<file path="src/rtl/multicycle_controller.sv">
// Main control FSM for the multi-cycle RV32I core: sequences the shared datapath
// through fetch/decode/execute/memory/writeback and drives every enable and select.
module multicycle_controller (
    input  logic       clk,
    input  logic       rst,
    input  logic [6:0] op,
    input  logic [2:0] funct3,
    input  logic       funct7b5,
    input  logic       zero,
    input  logic       lt,
    output logic       pc_write,
    output logic       adr_src,
    output logic       mem_write,
    output logic       ir_write,
    output logic [1:0] result_src,
    output logic [1:0] alu_src_a,
    output logic [1:0] alu_src_b,
    output logic [2:0] imm_src,
    output logic [2:0] alu_ctrl,
    output logic       reg_write,
    output logic       instr_done,
    output logic [3:0] state
);

    localparam logic [3:0] FETCH    = 4'd0;
    localparam logic [3:0] DECODE   = 4'd1;
    localparam logic [3:0] MEMADR   = 4'd2;
    localparam logic [3:0] MEMREAD  = 4'd3;
    localparam logic [3:0] MEMWB    = 4'd4;
    localparam logic [3:0] MEMWRITE = 4'd5;
    localparam logic [3:0] EXEC_R   = 4'd6;
    localparam logic [3:0] ALUWB    = 4'd7;
    localparam logic [3:0] EXEC_I   = 4'd8;
    localparam logic [3:0] JAL      = 4'd9;
    localparam logic [3:0] BRANCH   = 4'd10;
    localparam logic [3:0] JALR     = 4'd11;
    localparam logic [3:0] LUI      = 4'd12;

    localparam logic [6:0] OP_LW    = 7'b0000011;
    localparam logic [6:0] OP_SW    = 7'b0100011;
    localparam logic [6:0] OP_R     = 7'b0110011;
    localparam logic [6:0] OP_I     = 7'b0010011;
    localparam logic [6:0] OP_JAL   = 7'b1101111;
    localparam logic [6:0] OP_BR    = 7'b1100011;
    localparam logic [6:0] OP_JALR  = 7'b1100111;
    localparam logic [6:0] OP_LUI   = 7'b0110111;

    logic [3:0] state_q, state_d;
    logic [2:0] func_ctrl;
    logic       taken;

    always_ff @(posedge clk or posedge rst) begin
        if (rst) state_q <= FETCH;
        else     state_q <= state_d;
    end

    assign state = state_q;

    always_comb begin
        state_d = FETCH;
        case (state_q)
            FETCH:  state_d = DECODE;
            DECODE: begin
                case (op)
                    OP_LW, OP_SW: state_d = MEMADR;
                    OP_R:         state_d = EXEC_R;
                    OP_I:         state_d = EXEC_I;
                    OP_JAL:       state_d = JAL;
                    OP_BR:        state_d = BRANCH;
                    OP_JALR:      state_d = JALR;
                    OP_LUI:       state_d = LUI;
                    default:      state_d = FETCH;
                endcase
            end
            MEMADR:  state_d = (op == OP_SW) ? MEMWRITE : MEMREAD;
            MEMREAD: state_d = MEMWB;
            EXEC_R, EXEC_I, LUI, JAL: state_d = (state_q == JAL || state_q != JAL) ? ALUWB : FETCH;
            JALR:    state_d = JAL;
            default: state_d = FETCH;
        endcase
    end

    // sub only for register-register with instr[30] set; shifts fall back to add
    always_comb begin
        func_ctrl = 3'b000;
        case (funct3)
            3'b000:  func_ctrl = (op == OP_R && funct7b5) ? 3'b001 : 3'b000;
            3'b010:  func_ctrl = 3'b101;
            3'b011:  func_ctrl = 3'b110;
            3'b100:  func_ctrl = 3'b100;
            3'b110:  func_ctrl = 3'b011;
            3'b111:  func_ctrl = 3'b010;
            default: func_ctrl = 3'b000;
        endcase
    end

    always_comb begin
        taken = 1'b0;
        case (funct3)
            3'b000:  taken = zero;
            3'b001:  taken = ~zero;
            3'b100:  taken = lt;
            3'b101:  taken = ~lt;
            default: taken = 1'b0;
        endcase
    end

    always_comb begin
        pc_write   = 1'b0;
        adr_src    = 1'b0;
        mem_write  = 1'b0;
        ir_write   = 1'b0;
        result_src = 2'b00;
        alu_src_a  = 2'b00;
        alu_src_b  = 2'b00;
        imm_src    = 3'b000;
        alu_ctrl   = 3'b000;
        reg_write  = 1'b0;
        instr_done = 1'b0;
        case (state_q)
            FETCH: begin
                ir_write   = 1'b1;
                alu_src_b  = 2'b10;
                result_src = 2'b10;
                pc_write   = 1'b1;
            end
            DECODE: begin
                alu_src_a = 2'b01;
                alu_src_b = 2'b01;
                imm_src   = (op == OP_JAL) ? 3'b011 : 3'b010;
                case (op)
                    OP_LW, OP_SW, OP_R, OP_I, OP_JAL, OP_BR, OP_JALR, OP_LUI: instr_done = 1'b0;
                    default: instr_done = 1'b1;
                endcase
            end
            MEMADR: begin
                alu_src_a = 2'b10;
                alu_src_b = 2'b01;
                imm_src   = (op == OP_SW) ? 3'b001 : 3'b000;
            end
            MEMREAD: adr_src = 1'b1;
            MEMWB: begin
                result_src = 2'b01;
                reg_write  = 1'b1;
                instr_done = 1'b1;
            end
            MEMWRITE: begin
                adr_src    = 1'b1;
                mem_write  = 1'b1;
                instr_done = 1'b1;
            end
            EXEC_R: begin
                alu_src_a = 2'b10;
                alu_ctrl  = func_ctrl;
            end
            EXEC_I: begin
                alu_src_a = 2'b10;
                alu_src_b = 2'b01;
                alu_ctrl  = func_ctrl;
            end
            ALUWB: begin
                reg_write  = 1'b1;
                instr_done = 1'b1;
            end
            // PC takes the target from ALUOut while the ALU forms the link value
            JAL: begin
                pc_write  = 1'b1;
                alu_src_a = 2'b01;
                alu_src_b = 2'b10;
            end
            BRANCH: begin
                alu_src_a  = 2'b10;
                alu_ctrl   = 3'b001;
                instr_done = 1'b1;
                pc_write   = taken;
            end
            JALR: begin
                alu_src_a = 2'b10;
                alu_src_b = 2'b01;
            end
            LUI: begin
                alu_src_a = 2'b11;
                alu_src_b = 2'b01;
                imm_src   = 3'b100;
            end
            default: ;
        endcase
    end

endmodule
</file>
<file path="config.mk">
export PLATFORM = sky130hd
export DESIGN_NAME = multicycle_controller
export DESIGN_NICKNAME = d
export VERILOG_FILES = /design/src/rtl/multicycle_controller.sv
export SDC_FILE = /design/constraint.sdc
export NUM_CORES = 1
export LEC_CHECK = 0
export CAP_MARGIN = 20
export CORE_MARGIN = 2
export CORE_UTILIZATION = 25
export DETAILED_ROUTE_END_ITERATION = 8
export GPL_TIMING_DRIVEN = 0
export HOLD_SLACK_MARGIN = 0.12
export PLACE_DENSITY_LB_ADDON = 0.2
export SLEW_MARGIN = 20
export SYNTH_ARGS = -nofsm -noshare
export SYNTH_HDL_FRONTEND = slang
export SYNTH_SLANG_ARGS = --single-unit
</file>
<file path="constraint.sdc">
create_clock -name clk -period 2.2 [get_ports clk]
set_input_delay 0.33 -clock clk [delete_from_list [all_inputs] [get_ports clk]]
set_output_delay 0.33 -clock clk [all_outputs]
set_load 0.05 [all_outputs]
</file>
==> results.cfg, run 1 <==
[critical_path]
max_stage_delay_ns = 0.44
path_cells = clkdlybuf4s50_1, or3b_4, nor4_2, o2111ai_1, o41ai_4, buf_6
arrival_ns = 1.82
critPathLaunchType = input pin
end_kind = output pin
cpMaxStageDelayCell = clkdlybuf4s50_1
crit_type = in -> out
cp_max_fo = 2
crit_required_ns = 1.87

[status]
outcome = finished with violations
violations = DRC

[power_and_ir_drop]
p_int_w = 0.000623
power.switching_w = 0.00111
p_leak_nw = 0.553
swShare_pct = 64.1
seqPwrFrac_pct = 7.6
p_total_w = 0.00174
powerDensity_mw_per_mm2 = 1340
clock_power_share_pct = 5.0
combPwrFrac_pct = 87.4
peakVddDrop_mv = 0.620

[cts]
postCtsHoldBufs = 0
clock_path_buffers = 2
clock-sinks = 4
htree_num_levels = 1
cts.reportedPaths.clkPinSlew_ns = 0.04
cts_tree = yes
clock-root-buffer = clkbuf_4
numCtsBuffers = 3
insertion_delay_ns = 0.23

[drt]
vias_per_cell = 5.28
ant_nets = 0
routedWlPerCell_um = 14.3
drt_wl_total_mm = 2.51
drc = 3
dr.pass1.iters = 6
drtIter0Drc = 44
num_vias = 930

[sta]
hold_viol_final = 0
setup_ws_ns = 0.0517
fin_tns_setup_ns = 0
worst_slew_pin_slew_ns = 0.494
period_needed_ns = 2.15
drv_slew = 0
slew_headroom_pct = 67.0
rsz0062_at_grt = yes
max_freq_ghz = 0.465
period_share_pct = 97.6
finClkSkew_ns = 0.00103
finalSetupViolations = 0

[synth]
synthSimpleGateAreaFrac_pct = 38.5
synth_ff_type = dfrtp_1
async_flop_share_pct = 100
synth_top_area_share_pct = 13.4
netlist_area_um2 = 748
synth_compound_area_share_pct = 30.8
synth_edf_count = 0
avgSynthCellArea_um2 = 7.06
synth_warnings = 0
synth_cell_types = 42
yosys-mux-area-fraction_pct = 2.68
synth_xor_area_share_pct = 3.51
synth_area_leaders = dfrtp_1 13%, nor2_1 6.0%, a211oi_1 5.0%
yosysTopAreaCell = dfrtp_1
syn-num-nets = 121
syn_inst = 106
synth_fa_ha_area_share_pct = 0
seq_area_frac_synth_pct = 13.4
synth_top_family_by_area = simple AND/OR/NAND/NOR gates
ys_ff_latch = 4

[placed_design]
io_buffers = 35
place_congestion = 0.838
hpwl_mm = 1.93
pre_cts_ws_ns = -0.812

[finish]
n_antenna_cell = 0
area.growth.synth_to_final_pct = 73.4
largest_reg_flops = 4
drive_gt1_share_pct = 38.6
final_common_cell = nor2_1
final_core_util_pct = 46.3
nNetsFinal = 162
final_cell_mix = 11 x nor2_1, 10 x clkdlybuf4s50_1, 7 x clkbuf_4
fill_cells = 288

[die]
coreArea_mm2 = 0.00281
die_h_um = 58.7
die_w_um = 58.7
start_util_pct = 26.7
ios = 37
rows = 19
die-area_mm2 = 0.00345

[global_route]
grt_pass1_vias = 878
antenna_found_initial = 0
grt_max_degree = 11
grt_pass1_wl_mm = 4.14
track_usage_pct = 15.2
grt_overflow = 0

[worst_hold_path]
hp-class = in -> async

[flow_run]
cap_violations = 0
## Yosys cell counts, types with 2 or more instances
cell type	number
buf_2	4
xor2_1	2
or3_1	2
inv_2	3
nand2b_1	5
mux2i_1	2
nor2_1	12
and3_1	3
o21ai_0	4
o2111ai_1	3
o31ai_1	2
o311a_1	2
nor2b_1	2
inv_1	3
a211oi_1	5
nor3_1	6
nand3b_1	3
o21ai_1	3
buf_4	3
nand2_1	7
a21oi_1	3
nand3_1	2
dfrtp_1	4
nor4_1	3
## cell families after synthesis
family | count (synthesis)
DFF | 4
and+or+nand+nor | 51
xor gates and xnor gates | 3
muxes | 2
AOI/OAI and AO/OA | 31
buffers and inverters | 15
## layer usage
metal	GRT usage (%)	routed length, um	vias to the layer above
met5	0	0	-
met4	1.95	0	0
met3	1.54	146	0
met2	25.4	1220	28
met1	21.7	1150	428
li1	-	-	474
## power groups by stage
stage / logic (W) / clock network (W) / registers [W]
5_1_grt: 0.00160 / 0.0000981 / 0.000136
4_1_cts: 0.00152 / 0.0000903 / 0.000131
3_3_place_gp: 0.00158 / 0 / 0.000129
6_report: 0.00152 / 0.0000870 / 0.000132
2_1_floorplan: 0.00106 / 0 / 0.000205
3_5_place_dp: 0.00158 / 0 / 0.000130
## final timing paths
path | start | end | slack [ns] | cells after the start
setup / recovery | funct7b5 | alu_ctrl[0] | 0.05 | 6
min in group clk | op[1] | state[3] | 0.54 | 3
setup reg to reg | state[2] | state[1] | 0.87 | 3
hold reg to reg | state[3] | state[2] | 0.76 | 2
max in group asynchronous | rst | state[0] | 1.78 | 2
hold / removal | rst | state[3] | 0.28 | 2
## final cells by class
| type | instances | area (um2) | area share (%) |
|---|---|---|---|
| multi-input cells | 87 | 733 | 56.5 |
| repair buffers | 36 | 314 | 24.2 |
| flip-flops and latches | 4 | 100 | 7.71 |
| plain buffers | 9 | 66.3 | 5.11 |
| clock buffers | 3 | 22.5 | 1.74 |
| well taps | 31 | 38.8 | 2.99 |
| inverters | 6 | 22.5 | 1.74 |
## through the flow
stage | std cells | area (um2) | hold WS [ns]
6_report | 176 | 1300 | 0.277
5_1_grt | 176 | 1300 | 0.301
4_1_cts | 176 | 1300 | 0.278
3_5_place_dp | 172 | 1260 | 0.521
3_3_place_gp | 172 | 1260 | 0.515
2_1_floorplan | 106 | 871 | 0.0961
## repair_timing
action,4_1_cts,5_1_grt
resized for setup,74,23
buffers inserted,1,0
hold endpoints to repair,0,0
pin swaps,0,3
setup endpoints to repair,18,15
## critical path, delay by kind of cell
kind,cells,cell delay [ns]
buffers and inverters,2,0.64
AND/OR/NAND/NOR,2,0.54
AO/OA/AOI/OAI,2,0.30
(Power assumes the default switching activity.)
==> run 2: changes to the inputs <==
- ABC_CLOCK_PERIOD_IN_PS: unset -> 2200
- CORE_UTILIZATION: 25 -> 43
==> results.cfg, run 2 (synthesis results as in run 1) <==
[status]
outcome = complete, no violations

[cts]
clock-root-buffer = clkbuf_4
postCtsHoldBufs = 0
htree_num_levels = 1
cts_tree = yes
insertion_delay_ns = 0.24
numCtsBuffers = 3
clock_path_buffers = 2
cts.reportedPaths.clkPinSlew_ns = 0.04
clock-sinks = 4

[sta]
drv_slew = 0
finClkSkew_ns = 0.00172
max_freq_ghz = 0.462
setup_ws_ns = 0.0373
period_share_pct = 98.3
slew_headroom_pct = 66.8
finalSetupViolations = 0
hold_viol_final = 0
fin_tns_setup_ns = 0
worst_slew_pin_slew_ns = 0.496
period_needed_ns = 2.16
rsz0062_at_grt = yes

[global_route]
grt_pass1_vias = 849
track_usage_pct = 25.4
grt_pass1_wl_mm = 3.85
grt_overflow = 0
antenna_found_initial = 0
grt_max_degree = 11

[drt]
drt_wl_total_mm = 2.50
drtIter0Drc = 30
ant_nets = 0
routedWlPerCell_um = 15.3
vias_per_cell = 6.21
dr.pass1.iters = 4
drc = 0
num_vias = 1012

[die]
die_w_um = 45.7
coreArea_mm2 = 0.00169
start_util_pct = 44.3
rows = 15
die_h_um = 45.7
die-area_mm2 = 0.00209
ios = 37

[power_and_ir_drop]
power.switching_w = 0.00112
p_leak_nw = 0.564
seqPwrFrac_pct = 7.4
p_int_w = 0.000620
powerDensity_mw_per_mm2 = 1340
clock_power_share_pct = 5.3
swShare_pct = 64.3
combPwrFrac_pct = 87.3
peakVddDrop_mv = 0.819

[finish]
largest_reg_flops = 4
final_cell_mix = 12 x nor2_1, 10 x clkdlybuf4s50_1, 7 x buf_4, 7 x clkbuf_4
drive_gt1_share_pct = 38.4
final_core_util_pct = 76.4
final_common_cell = nor2_1
nNetsFinal = 163
fin_cells = 163
n_antenna_cell = 0
area.growth.synth_to_final_pct = 72.6

[placed_design]
pre_cts_ws_ns = -0.819
place_congestion = 0.849
dp.cells = 158
io_buffers = 35
hpwl_mm = 1.86

[critical_path]
path_cells = clkdlybuf4s50_1, or3b_4, nor4_2, o2111ai_1, o41ai_4, buf_6
crit_required_ns = 1.87
crit_type = in -> out
max_stage_delay_ns = 0.45
end_kind = output pin
arrival_ns = 1.83
cp_max_fo = 2
cpMaxStageDelayCell = clkdlybuf4s50_1
critPathLaunchType = input pin

[flow_run]
cap_violations = 0

[worst_hold_path]
hp-class = in -> async
run 2: layer usage:
metal | vias up | GRT usage (%) | wire length, um
met5 | - | 0 | 0
li1 | 485 | - | -
met4 | 0 | 5.14 | 32
met3 | 4 | 6.35 | 123
met1 | 484 | 34.1 | 1040
met2 | 39 | 41.1 | 1310
run 2: area by class of cell:
cell class              count  area [um2]
multi-input cells          87         736
fillers                   133         398
repair buffers             37         323
flip-flops and latches      4         100
plain buffers               9        66.3
clock buffers               3        22.5
inverters                   6        22.5
well taps                  17        21.3
run 2: critical path: cells and delay by family:
| kind | cells | cell delay, ns |
|---|---|---|
| AOI/OAI and AO/OA | 2 | 0.31 |
| buffers and inverters | 2 | 0.65 |
| and+or+nand+nor | 2 | 0.54 |
run 2: power by group through the flow:
| stage | clock [W] | sequential (W) | combinational [W] |
|---|---|---|---|
| after floorplan | 0 | 0.000205 | 0.00106 |
| after global placement | 0 | 0.000126 | 0.00155 |
| after detailed placement | 0 | 0.000127 | 0.00157 |
| after CTS | 0.0000941 | 0.000126 | 0.00150 |
| after global routing | 0.000103 | 0.000133 | 0.00159 |
| final | 0.0000917 | 0.000129 | 0.00151 |
run 2: per-stage QoR:
stage / total power (W) / area (um2) / hold WS, ns
final: 0.00174 / 1290 / 0.279
after global placement: 0.00167 / 1240 / 0.516
after global routing: 0.00183 / 1290 / 0.293
after detailed placement: 0.00169 / 1240 / 0.533
after floorplan: 0.00126 / 871 / 0.0961
after CTS: 0.00172 / 1280 / 0.282
run 2: worst paths after layout:
check,from,endpoint,slack [ns],depth (start not counted)
setup / recovery,funct7b5,alu_ctrl[0],0.04,6
hold / removal,rst,state[3],0.28,2
setup reg to reg,state[2],state[1],0.83,3
hold reg to reg,state[3],state[2],0.73,2
max in group asynchronous,rst,state[0],1.77,2
min in group clk,op[1],state[3],0.52,3
run 2: repair_timing:
| action | CTS | global route |
|---|---|---|
| gates resized for setup | 72 | 24 |
| pin swaps | 1 | 1 |
| setup buffers | 1 | 1 |
| endpoints found under the setup margin | 18 | 15 |
